**src/rtl/fc8_int_controller_pkg.sv**
```systemverilog
// fc8_int_controller_pkg
// Shared definitions for the FC8 interrupt controller: register offsets,
// INT_VECTOR layout, reset constants and the vector formatting helper.
// No ports; imported by fc8_int_controller.
package fc8_int_controller_pkg;

  // Register map (2-bit offset).
  typedef enum logic [1:0] {
    REG_INT_ENABLE  = 2'd0,
    REG_INT_STATUS  = 2'd1,
    REG_INT_PENDING = 2'd2,
    REG_INT_VECTOR  = 2'd3
  } reg_off_e;

  // Bit position of the "vector valid" flag in INT_VECTOR.
  localparam int VEC_VALID_BIT = 7;

  // Value every register byte and the read-data register take out of reset.
  localparam logic [7:0] RST_BYTE = 8'h00;

  // INT_VECTOR byte: valid flag in bit 7, source index in bits [2:0],
  // all-zero when nothing is pending.
  function automatic logic [7:0] make_vector(input logic valid, input logic [2:0] idx);
    logic [7:0] v;
    v = RST_BYTE;
    if (valid) begin
      v[VEC_VALID_BIT] = 1'b1;
      v[2:0]           = idx;
    end
    return v;
  endfunction

endpackage

```
**src/rtl/fc8_prio_enc.sv**
```systemverilog
// fc8_prio_enc
// Purely combinational lowest-index priority encoder, shared with the DMA
// arbiter.
// Ports:
//   vec   in  NUM_SRC  request vector
//   valid out 1        any bit of vec set
//   idx   out 3        index of the lowest set bit (0 when none)
module fc8_prio_enc #(
  parameter int NUM_SRC = 8
) (
  input  logic [NUM_SRC-1:0] vec,
  output logic               valid,
  output logic [2:0]         idx
);

  // Scan from the top down so the lowest set bit is the last one written.
  always_comb begin
    valid = 1'b0;
    idx   = 3'd0;
    for (int i = NUM_SRC - 1; i >= 0; i--) begin
      if (vec[i]) begin
        valid = 1'b1;
        idx   = 3'(i);
      end
    end
  end

endmodule

```
**src/rtl/fc8_int_controller.sv**
```systemverilog
// fc8_int_controller
// Interrupt controller: latches edge/level sources into INT_STATUS, masks
// with INT_ENABLE, routes to NMI or IRQ, reports the lowest pending IRQ index
// in INT_VECTOR and clears edge sources on the CPU acknowledge.
// Ports:
//   master_clk    in   1        clock
//   master_rst_n  in   1        synchronous active-low reset
//   src_in        in   NUM_SRC  raw interrupt requests
//   reg_addr      in   2        register offset
//   reg_wdata     in   8        write data
//   reg_we        in   1        write strobe
//   reg_re        in   1        read strobe
//   reg_rdata     out  8        registered read data (held between reads)
//   irq_ack       in   1        IRQ acknowledge pulse
//   cpu_irq_req   out  1        registered IRQ request
//   cpu_nmi_req   out  1        registered NMI request
module fc8_int_controller
  import fc8_int_controller_pkg::*;
#(
  parameter int         NUM_SRC      = 8,
  parameter logic [7:0] NMI_SRC_MASK = 8'h01,
  parameter logic [7:0] EDGE_MASK    = 8'hFF,
  parameter bit         AUTO_CLR     = 1'b1
) (
  input  logic               master_clk,
  input  logic               master_rst_n,
  input  logic [NUM_SRC-1:0] src_in,
  input  logic [1:0]         reg_addr,
  input  logic [7:0]         reg_wdata,
  input  logic               reg_we,
  input  logic               reg_re,
  output logic [7:0]         reg_rdata,
  input  logic               irq_ack,
  output logic               cpu_irq_req,
  output logic               cpu_nmi_req
);

  localparam logic [NUM_SRC-1:0] NMI_M  = NMI_SRC_MASK[NUM_SRC-1:0];
  localparam logic [NUM_SRC-1:0] EDGE_M = EDGE_MASK[NUM_SRC-1:0];

  logic [NUM_SRC-1:0] src_q;
  logic [NUM_SRC-1:0] status_q, status_d;
  logic [NUM_SRC-1:0] enable_q, enable_d;
  logic [NUM_SRC-1:0] set_vec, w1c_vec, ack_vec;
  logic [NUM_SRC-1:0] pend, irq_pend, nmi_pend;
  logic [7:0]         rdata_q, rdata_d;
  logic               irq_q, nmi_q;
  logic               vec_valid;
  logic [2:0]         vec_idx;
  logic [7:0]         enable_b, status_b, pend_b;
  reg_off_e           addr;

  assign addr = reg_off_e'(reg_addr);

  // Per-source set condition, chosen at elaboration time.
  for (genvar gi = 0; gi < NUM_SRC; gi++) begin : g_set
    if (EDGE_M[gi]) begin : g_edge
      assign set_vec[gi] = src_in[gi] & ~src_q[gi];
    end else begin : g_level
      assign set_vec[gi] = src_in[gi];
    end
  end

  assign pend     = status_q & enable_q;
  assign irq_pend = pend & ~NMI_M;
  assign nmi_pend = pend & NMI_M;

  fc8_prio_enc #(.NUM_SRC(NUM_SRC)) u_prio (
    .vec   (irq_pend),
    .valid (vec_valid),
    .idx   (vec_idx)
  );

  // Ack only ever clears the source the CPU was actually vectored to, and
  // only if that source is edge-triggered (level sources need software).
  always_comb begin
    ack_vec = '0;
    if (AUTO_CLR && irq_ack && vec_valid && EDGE_M[vec_idx]) begin
      ack_vec[vec_idx] = 1'b1;
    end
  end

  assign w1c_vec = (reg_we && addr == REG_INT_STATUS) ? reg_wdata[NUM_SRC-1:0] : '0;

  // New sets are OR-ed in last so they beat same-cycle W1C and ack clears.
  assign status_d = (status_q & ~w1c_vec & ~ack_vec) | set_vec;
  assign enable_d = (reg_we && addr == REG_INT_ENABLE) ? reg_wdata[NUM_SRC-1:0] : enable_q;

  // Zero-extend to byte width so unimplemented bits read 0.
  always_comb begin
    enable_b = RST_BYTE;
    status_b = RST_BYTE;
    pend_b   = RST_BYTE;
    enable_b[NUM_SRC-1:0] = enable_q;
    status_b[NUM_SRC-1:0] = status_q;
    pend_b[NUM_SRC-1:0]   = pend;
  end

  always_comb begin
    rdata_d = rdata_q;
    if (reg_re) begin
      case (addr)
        REG_INT_ENABLE:  rdata_d = enable_b;
        REG_INT_STATUS:  rdata_d = status_b;
        REG_INT_PENDING: rdata_d = pend_b;
        default:         rdata_d = make_vector(vec_valid, vec_idx);
      endcase
    end
  end

  always_ff @(posedge master_clk) begin
    if (!master_rst_n) begin
      src_q    <= '0;
      status_q <= '0;
      enable_q <= '0;
      rdata_q  <= RST_BYTE;
      irq_q    <= 1'b0;
      nmi_q    <= 1'b0;
    end else begin
      src_q    <= src_in;
      status_q <= status_d;
      enable_q <= enable_d;
      rdata_q  <= rdata_d;
      irq_q    <= |irq_pend;
      nmi_q    <= |nmi_pend;
    end
  end

  assign reg_rdata   = rdata_q;
  assign cpu_irq_req = irq_q;
  assign cpu_nmi_req = nmi_q;

endmodule

```
**config.mk**
```make
export PLATFORM = sky130hd
export DESIGN_NAME = fc8_int_controller
export DESIGN_NICKNAME = d
export VERILOG_FILES = /design/src/rtl/fc8_int_controller_pkg.sv /design/src/rtl/fc8_prio_enc.sv /design/src/rtl/fc8_int_controller.sv
export SDC_FILE = /design/constraint.sdc
export NUM_CORES = 1
export LEC_CHECK = 0
export CORE_MARGIN = 2
export CORE_UTILIZATION = 40
export CTS_CLUSTER_SIZE = 14
export DETAILED_ROUTE_END_ITERATION = 8
export PLACE_DENSITY_LB_ADDON = 0.15
export SYNTH_ARGS = -nofsm -noshare
export SYNTH_HDL_FRONTEND = slang
export SYNTH_SLANG_ARGS = --single-unit
```
**constraint.sdc**
```tcl
create_clock -name master_clk -period 2.5 [get_ports master_clk]
set_input_delay 0.375 -clock master_clk [delete_from_list [all_inputs] [get_ports master_clk]]
set_output_delay 0.375 -clock master_clk [all_outputs]
set_load 0.01 [all_outputs]
```
==> run metrics <==
Worst path max stage delay=~0.66 ns; Post-Synthesis Cells=approximately 180; Max Buffers Root-to-Sink=2; slowest cell on the critical path=clkdlybuf4s50_1; CP required=~2.7 ns; post-DP HPWL=roughly 2700 um; TNS Setup=0 ns; total power=1.18 mW; min cycle time layout=1.89 ns; area delta synth->final=29.9%; Initial DRC Count=84; Layout Cells excl Fill=~260; setup bufs post-CTS=0; IR drop worst, VDD=428 uV; initial antenna violation count=0; EDFF count, synth=0; CTS H-Tree Depth=2; core box area=~3700 um2; DR WL/cell=roughly 14 um; outcome=finished, final reports clean; design area=~2000 um2; ant diodes=0; largest net degree at the start of global routing=21; Clock transition at path regs=around 0.070 ns; metal2 WL=1670 um; Peak Freq=about 0.53 GHz; DP Worst Slack=0.350 ns; type of the worst setup path=primary input to flop; Hold Buf Count CTS=0; unrepaired setup endpoints after global routing=no; register area=a little under 700 um2; Worst Setup End Kind=flop; wl on met1=1770 um; final worst slack=0.610 ns; Critical R2R Capture=status_b[7]$_SDFF_PN0_; Post-DP Area=~1900 um2; GRT Total Usage=about a fifth; Hold Fails Final Rpt=0; CP max FO=9; Worst Min Path Start=src_q[2]$_SDFF_PN0_; Primary FF master, synth=dfxtp_1; DRC=0; Die Width=about 66 um; Worst EP arrival=a little over 2 ns; reg-to-reg startpoint=status_b[3]$_SDFF_PN0_; die height=66.1 um; root buffer cell=clkbuf_8; clock sinks=34; Slew @ Worst Pin=0.564 ns; Vias=~1.4k; port bufs=32; Worst Hold Depth=1; Seq/Total Area, Yosys=~44%; Yosys reg bits=34; Finish-stage setup viols=0; Layout Skew=just over 0.005 ns; CTS tree=yes; Site Rows=22; Core Util, Final=a little over half; Clock Latency Late Sink=approximately 0.28 ns; R2R setup slack=0.98 ns; Hold WS=0.424 ns; sequence of cells on the critical path=clkdlybuf4s50_1 -> and3b_1 -> a21oi_1 -> and2_1 -> a221o_1; Top Metal Used=met4; fillcell total=about 350; slew margin rel.=about 62%; Post-Syn Area=around 1500 um2; ANT nets after route=0; vias in the first global route=1,306; first-pass GRT wire length=between 6000 and 7000 um; share of cells above drive strength 1=under 10%; Async S/R FF share, synth=0%; Placer Congestion=between 0.7 and 0.8; hold crit path type=flop to flop; syn avg cell area=slightly below 9 um2; P_leak=0.794 nW; synthesized net count=between 150 and 200; Placed Cells=253; total global routing overflow=0; worst hold endpoint=status_b[2]$_SDFF_PN0_; PostCTS Resize Cnt=0; max-slew violations=0; total of max-cap violations=0; Met3 Routed Length=approximately 220 um; detailed-route vias per instance=5.35; Worst Setup Start Kind=primary input; Power Density=just under 600 nW/um2; Initial Util=about two fifths; Total Die Area=4370 um2; CTS Buf Count=5; WL final=3690 um; Yosys warnings=0; reg2reg path depth=4; Boundary Pins=33; Pre-Repair DR Iteration Count=4; area of the multi-input gates=just under 800 um2; fin nets=about 240; final period utilization=approximately three quarters; unique cell type count in the Yosys netlist=38
[Yosys cell counts, types with 4 or more instances]
library cell	instances	share of area (%)
and2_1	4	1.6
clkbuf_1	4	0.97
dfxtp_1	34	44
inv_1	8	1.9
mux2i_1	8	5.2
nand2_1	27	6.6
nand3_1	9	2.9
nand4_1	5	2.0
nor2b_1	18	7.3
o211a_1	4	2.6
o21ai_0	17	5.5
[worst max path at each step]
stage                            from                       end  slack [ns]  depth (start not counted)
4_1_cts                   reg_addr[0]    status_b[7]$_SDFF_PN0_        0.63                          5
6_report                  reg_addr[0]    status_b[7]$_SDFF_PN0_        0.61                          5
5_1_grt                   reg_addr[1]  enable_b[7]$_SDFFE_PN0P_        0.53                          5
2_1_floorplan  status_b[3]$_SDFF_PN0_    status_b[7]$_SDFF_PN0_        1.16                          4
3_5_place_dp              reg_addr[0]    status_b[7]$_SDFF_PN0_        0.35                          5
3_3_place_gp              reg_addr[0]    status_b[7]$_SDFF_PN0_        0.43                          5
[cells by family (layout without fill, tap and decap cells)]
group / count (synthesis) / after routing / synth area share (%)
multiplexers: 8 / 8 / 5.19
AND/OR/NAND/NOR: 72 / 72 / 24.8
flip-flops: 34 / 34 / 44.1
buffers and inverters: 17 / 54 / 5.51
AO/OA/AOI/OAI: 45 / 45 / 20.4
[layout make-up]
cell class / instances / share of cell area [%]
Timing Repair Buffer: 38 / 18.2
Clock buffer: 7 / 4.30
Inverter: 8 / 1.50
Clock inverter: 1 / 0.250
Sequential cell: 34 / 33.9
Tap cell: 48 / 2.99
Multi-Input combinational cell: 125 / 38.8
[worst max-delay path: cells and delay by family]
kind | cells | cell delay [ns]
AOI/OAI and AO/OA | 2 | 0.40
buffers and inverters | 1 | 0.66
and+or+nand+nor | 2 | 0.61
[routing by layer]
layer / up-vias / GRT usage, %
met5: - / 0
li1: 700 / -
met4: 0 / 7.65
met1: 651 / 25.3
met2: 43 / 28.5
met3: 3 / 4.43
[cells in the final DEF (no fill, tap or decap), types with 6 or more instances in the layout]
cell,Yosys,layout
buf_4,1,6
clkbuf_8,0,6
clkdlybuf4s50_1,0,32
dfxtp_1,34,34
inv_1,8,8
mux2i_1,8,8
nand2_1,27,27
nand3_1,9,9
nor2b_1,18,18
o21ai_0,17,17
[registers in the layout, indices dropped and copies added, names as in the netlist]
signal / flops
enable_b: 8
cpu_nmi_req: 1
status_b: 8
src_q: 8
cpu_irq_req: 1
reg_rdata: 8
[where the power goes]
part	internal (mW)	switching (mW)
combinational	0.0920	0.0722
sequential	0.577	0.0325
clock	0.222	0.187
No activity file was read; power rests on OpenSTA's default activity.
